### src/rtl/stage_pipe_reg.sv
// Parametrised inter-stage pipeline register: a WIDTH-bit, DEPTH-stage delay line with
// per-stage valid bits, flush/stall handling, occupancy and a saturating bubble counter.
module stage_pipe_reg #(
    parameter int WIDTH          = 142,
    parameter int DEPTH          = 1,
    parameter int STAGE          = 4,
    parameter int ZERO_ON_BUBBLE = 1
) (
    input  logic             clk,
    input  logic             rst,
    input  logic             flush,
    input  logic [5:0]       stall,
    input  logic             in_valid,
    input  logic [WIDTH-1:0] in_data,
    output logic             out_valid,
    output logic [WIDTH-1:0] out_data,
    output logic [2:0]       occupancy,
    output logic [31:0]      bubble_cnt
);

    logic [DEPTH-1:0] v;
    logic [WIDTH-1:0] d [DEPTH];
    logic [31:0]      cnt_q;

    logic             own_stall;
    logic             down_stall;
    logic             shift_en;
    logic             bubble;
    logic             stage0_valid;
    logic [WIDTH-1:0] stage0_data;

    // Only two bits of the global stall bus belong to this register.
    logic unused_stall_bits;
    assign unused_stall_bits = ^stall;

    assign own_stall  = stall[STAGE];
    assign down_stall = stall[STAGE+1];
    assign bubble     = own_stall && !down_stall;
    assign shift_en   = !own_stall || !down_stall;

    always_comb begin
        stage0_valid = 1'b0;
        stage0_data  = '0;
        if (!own_stall) begin
            stage0_valid = in_valid;
            if (in_valid || (ZERO_ON_BUBBLE == 0)) begin
                stage0_data = in_data;
            end
        end
    end

    always_ff @(posedge clk) begin
        if (rst) begin
            v     <= '0;
            cnt_q <= '0;
            for (int k = 0; k < DEPTH; k++) begin
                d[k] <= '0;
            end
        end else if (flush) begin
            v <= '0;
            for (int k = 0; k < DEPTH; k++) begin
                d[k] <= '0;
            end
        end else if (shift_en) begin
            for (int k = 1; k < DEPTH; k++) begin
                v[k] <= v[k-1];
                d[k] <= d[k-1];
            end
            v[0] <= stage0_valid;
            d[0] <= stage0_data;
            if (bubble && (cnt_q != 32'hFFFF_FFFF)) begin
                cnt_q <= cnt_q + 32'd1;
            end
        end
    end

    // Popcount of the valid bits; the line is at most 4 deep so 3 bits suffice.
    always_comb begin
        occupancy = 3'd0;
        for (int k = 0; k < DEPTH; k++) begin
            occupancy = occupancy + {2'b00, v[k]};
        end
    end

    assign out_valid  = v[DEPTH-1];
    assign out_data   = d[DEPTH-1];
    assign bubble_cnt = cnt_q;

endmodule

### config.mk
export PLATFORM = sky130hd
export DESIGN_NAME = stage_pipe_reg
export DESIGN_NICKNAME = d
export VERILOG_FILES = /design/src/rtl/stage_pipe_reg.sv
export SDC_FILE = /design/constraint.sdc
export NUM_CORES = 1
export LEC_CHECK = 0
export CAP_MARGIN = 40
export CORE_AREA = 3 3 131 133
export DETAILED_ROUTE_END_ITERATION = 10
export DIE_AREA = 0 0 134 136
export HOLD_SLACK_MARGIN = 0.06
export PLACE_DENSITY_LB_ADDON = 0.25
export SETUP_SLACK_MARGIN = 0.2
export SYNTH_ARGS = -nofsm -noshare
export SYNTH_HDL_FRONTEND = slang
export SYNTH_SLANG_ARGS = --single-unit
### constraint.sdc
create_clock -name clk -period 18.2 [get_ports clk]
set_input_delay 5.46 -clock clk [delete_from_list [all_inputs] [get_ports clk]]
set_output_delay 5.46 -clock clk [all_outputs]
set_load 0.05 [all_outputs]
# Word level (Yosys, flattened, before mapping)
# Memories as Yosys holds them, arrays and structs flattened.
# Index checks and enable logic that the tools add are counted.
# totals
reg_bits	33
ram_bits	142
wordCells	31
out_inout_bits	178
in_bits	152
memories	1
# classes
reduce_logical	9
eq_ne	1
bitwise_logic	1
n_mux	16
n_addsub	1
# memory_table
memory	words	width	read_ports	rd_clocked_by_memory_dff	wr	line	rtl
d	1	142	1	0	1	22	logic [WIDTH-1:0] d [DEPTH];
# op_table
operator	n
142-bit two-way mux	4
142-bit OR reduction	2
32-bit by 1-bit adder with 32-bit output, second input constant	1
32-bit != test, second input constant	1
1-bit two-way mux	12
3-bit AND reduction	1
1-bit logical AND	2
1-bit zero test	2
2-bit OR reduction	1
1-bit logical OR	1
1-bit inverter	1

# Depth between registers and ports, before layout
# depth
ltp_word	8
mapped_depth	8
ltp_nobuf	6

# Worst setup path after synthesis
# Ideal clock, no wire load.
# synth_timing
path_type	in2reg
from	input port rst
to	memory d[0][0] (enable)
required_ns	16.633
n_path_buf	1
arrival_time_ns	8.934
setup_ns	1.567
setup_slack_ns	7.699
path_stages	3
cell_sequence	clkbuf_1 nor2_1 nand3_1
# synth_via
elab_chain_len	5
word_cells_on_any_way	10
classes_between	mux (8); reduce/logical (2)
# synth_rtl
element	line	rtl
from (decl)	10	input logic rst,
1-bit two-way mux	53	if (rst) begin
1-bit two-way mux (implied by the code)	62	d[k] <= '0;
142-bit OR reduction (no source line)	n/a	
1-bit two-way mux (no source line)	n/a	
1-bit two-way mux (no source line) *	n/a	
to (decl)	22	
# Every way passes the cells marked *; elsewhere a longest branch is shown, timed or not.

# Final worst setup path
# layout_timing
from	input port stall[4]
to	register cnt_q[12], in the netlist bubble_cnt[12]
# layout_via
elab_chain_len	3
word_cells_on_any_way	5
classes_between	reduce/logical (5)
# layout_rtl
element	line	rtl
from (decl)	12	input logic [5:0] stall,
1-bit zero test or 1-bit logical AND (tied branches)	n/a	
1-bit logical OR or 1-bit logical AND (tied branches)	39, 71	
3-bit AND reduction (no source line) *	n/a	
to (signal assigned)	72	cnt_q <= cnt_q + 32'd1;
to (decl)	23	logic [31:0] cnt_q;
# Marked as above.
# A chain may end at the register's enable or synchronous reset.

==> results by group <==
Run status
  – Status: finished, final reports clean

STA
  – Period minus WS final: 7.32 ns
  – Setup repair after global routing missed its margin: no
  – Slew Viols, Final: 0
  – Final period utilization: 0.402
  – TNS Setup: 0 ns
  – Setup WS post-layout: 10.88 ns
  – Final clock skew: 0.0117 ns
  – Worst-Margin Slew: 0.823 ns
  – Fin. Hold Viols: 0
  – Max transition margin: 0.449
  – Fmax: 0.137 GHz
  – Final Setup Violations: 0

Setup path
  – Worst setup SP type: input pin
  – R2r endpoint: bubble_cnt[9]
  – R2R Setup Slk: 15.29 ns
  – RR Startpoint: bubble_cnt[16]
  – Worst setup path end: bubble_cnt[12]
  – Crit Path Class: input pin to flip-flop
  – CP Launch Point: stall[4]
  – Worst Path Arrival: 7.62 ns
  – Worst-path maximum fanout: 13
  – R2r worst-path depth: 6
  – Critical path required time: 18.50 ns
  – CP Capture Type: flip-flop

Global route
  – GRT Overall Usage: 0.212
  – First-pass GRT wire length: 29400 µm
  – Vias in the first global route: 5136
  – Global route overflow: 0
  – Pin count of the biggest net entering global routing: 80
  – Initial antenna violation count: 2

Layout
  – Antenna cells: 0
  – Commonest non-fill, non-tap cells in the layout: 323 x clkdlybuf4s50_1, 142 x and2_1, 142 x edfxtp_1
  – Layout Nets: 986
  – Final instance area: 11000 µm²
  – Layout area overhead: 57.4%
  – Most common cell after layout, fill and taps aside: clkdlybuf4s50_1
  – Share of cells above drive strength 1: 0.0733
  – Final cell count without fillers: 1062

Placed design
  – Placer Congestion: 0.861
  – PortBufs: 323
  – Placed insts: 1030
  – DP Area: 10500 µm²
  – DPL Wire Length: 15100 µm
  – Pre-CTS WS: 10.48 ns

Floorplanning
  – Initial core utilization: 0.439
  – DIE WIDTH: 134 µm
  – Row cnt: 46
  – Core ar.: 15900 µm²
  – Die Height: 136 µm
  – DIE AREA: 18200 µm²
  – Num ports: 330

Pwr
  – Pwr Total: 0.894 mW
  – VDD IR-drop max: 0.0000544 V
  – Power density cells: 81.2 nW/µm²
  – Lkg Pwr: 4.09 nW

Min path
  – Worst min path class: flip-flop to flip-flop

Yosys
  – Total number of yosys warnings: 0
  – Distinct cells, synth: 46
  – Async SR Flop Fraction: 0
  – Top_reg_cell synth: edfxtp_1
  – Sequential share of the synthesized area: 0.704
  – Mean area per synthesized cell: 13.7 µm²
  – Post-synth EDFFs: 142
  – Gate Count Post-Synth: 511
  – Post-Syn Area: 7000 µm²
  – #FFs+latches synth: 175

Clocking
  – H-tree depth: 4
  – CTS buffer count: 17
  – Setup bufs post-CTS: 0
  – Worst-path clk slew: 0.07 ns
  – Clock Latency Late Sink: 0.42 ns
  – Clk sink count: 175
  – CTS resizes: 0
  – CTS tree: built
  – Hold_buf cts: 0
  – Largest buffer count on any clock path: 2
  – Root Driver: clkbuf_16

Routing
  – DR vias: 5273
  – Wirelength, routed: 20000 µm
  – Vias per cell: 4.97
  – Routed Antenna Nets: 0
  – First-pass DRT Iterations: 4
  – Drt drc: 0
  – Drt initial violations: 282
  – Drt wl/cell: 18.8 µm

Job
  – Max Cap Violations: 0
==> how the worst min path moves through the flow <==
stage	slack [ns]	cells after the start	end	startpoint
final	0.51	2	bubble_cnt[23]	bubble_cnt[23]
after global routing	0.56	2	bubble_cnt[21]	bubble_cnt[21]
after CTS	0.52	2	bubble_cnt[23]	bubble_cnt[23]
after detailed placement	0.51	2	bubble_cnt[23]	bubble_cnt[23]
after global placement	0.49	2	bubble_cnt[6]	bubble_cnt[6]
after floorplan	0.72	2	bubble_cnt[21]	bubble_cnt[21]
==> state kept, by name, indices dropped and copies added (netlist names) <==
name and flops:
d 142, bubble_cnt 32, out_valid 1
==> report_power, final <==
group          internal, mW  total, mW  switching (mW)  leakage, nW
logic                0.0531      0.122          0.0687         1.90
clock network         0.174      0.325           0.150        0.241
registers             0.443      0.447         0.00391         1.96
total                 0.671      0.894           0.223         4.09
==> critical path, stage by stage <==
cell	delay [ns]
clkdlybuf4s50_1	0.60
or3b_2	0.63
nor4_1	0.32
o31a_2	0.24
nand3_1	0.08
mux2_2	0.28
==> routing by layer <==
layer | wire (µm) | GRT usage | vias to the layer above
met5 | 21 | 0 | -
met4 | 549 | 0.0749 | 4
met3 | 1840 | 0.0799 | 42
met2 | 10500 | 0.367 | 252
met1 | 7080 | 0.243 | 2491
li1 | - | - | 2484
==> cells by family (layout without fill, tap and decap cells) <==
logic type / count (synthesis) / after routing / synth area share
AND/OR/NAND/NOR: 242 / 242 / 0.214
other: 1 / 2 / 0.000536
buffers and inverters: 29 / 363 / 0.0216
multiplexers: 3 / 3 / 0.00590
adder cells (fa/ha/maj): 1 / 1 / 0.00179
flip-flops: 175 / 175 / 0.704
AO/OA/AOI/OAI: 57 / 57 / 0.0481
XOR/XNOR: 3 / 3 / 0.00376
==> final cells by class <==
| cell class | count | area, µm² |
|---|---|---|
| Multi-Input combinational cell | 308 | 1940 |
| Tap cell | 216 | 270 |
| Timing Repair Buffer | 331 | 3350 |
| Fill cell | 1135 | 4930 |
| Sequential cell | 175 | 4920 |
| Clock buffer | 19 | 433 |
| Clock inverter | 13 | 91.3 |
==> synth_stat cells, types with 6 or more instances <==
cell type / count / area, µm²
nand2_1: 15 / 56.3
nand4_1: 10 / 62.6
nor2_1: 17 / 63.8
a21oi_1: 24 / 120
or4_2: 6 / 52.6
o21ai_0: 18 / 90.1
o31ai_1: 6 / 45.0
nand3_1: 13 / 65.1
clkbuf_1: 20 / 75.1
dfxtp_1: 33 / 661
edfxtp_1: 142 / 4260
and2_1: 142 / 888
or3_1: 14 / 87.6
==> per-stage QoR <==
stage          hold slack [ns]  utilization
6_report                 0.513        0.691
5_1_grt                  0.555        0.691
4_1_cts                  0.518        0.691
3_5_place_dp             0.507        0.658
3_3_place_gp             0.494        0.653
2_1_floorplan            0.725            -
No activity file was read; power rests on OpenSTA's default activity.
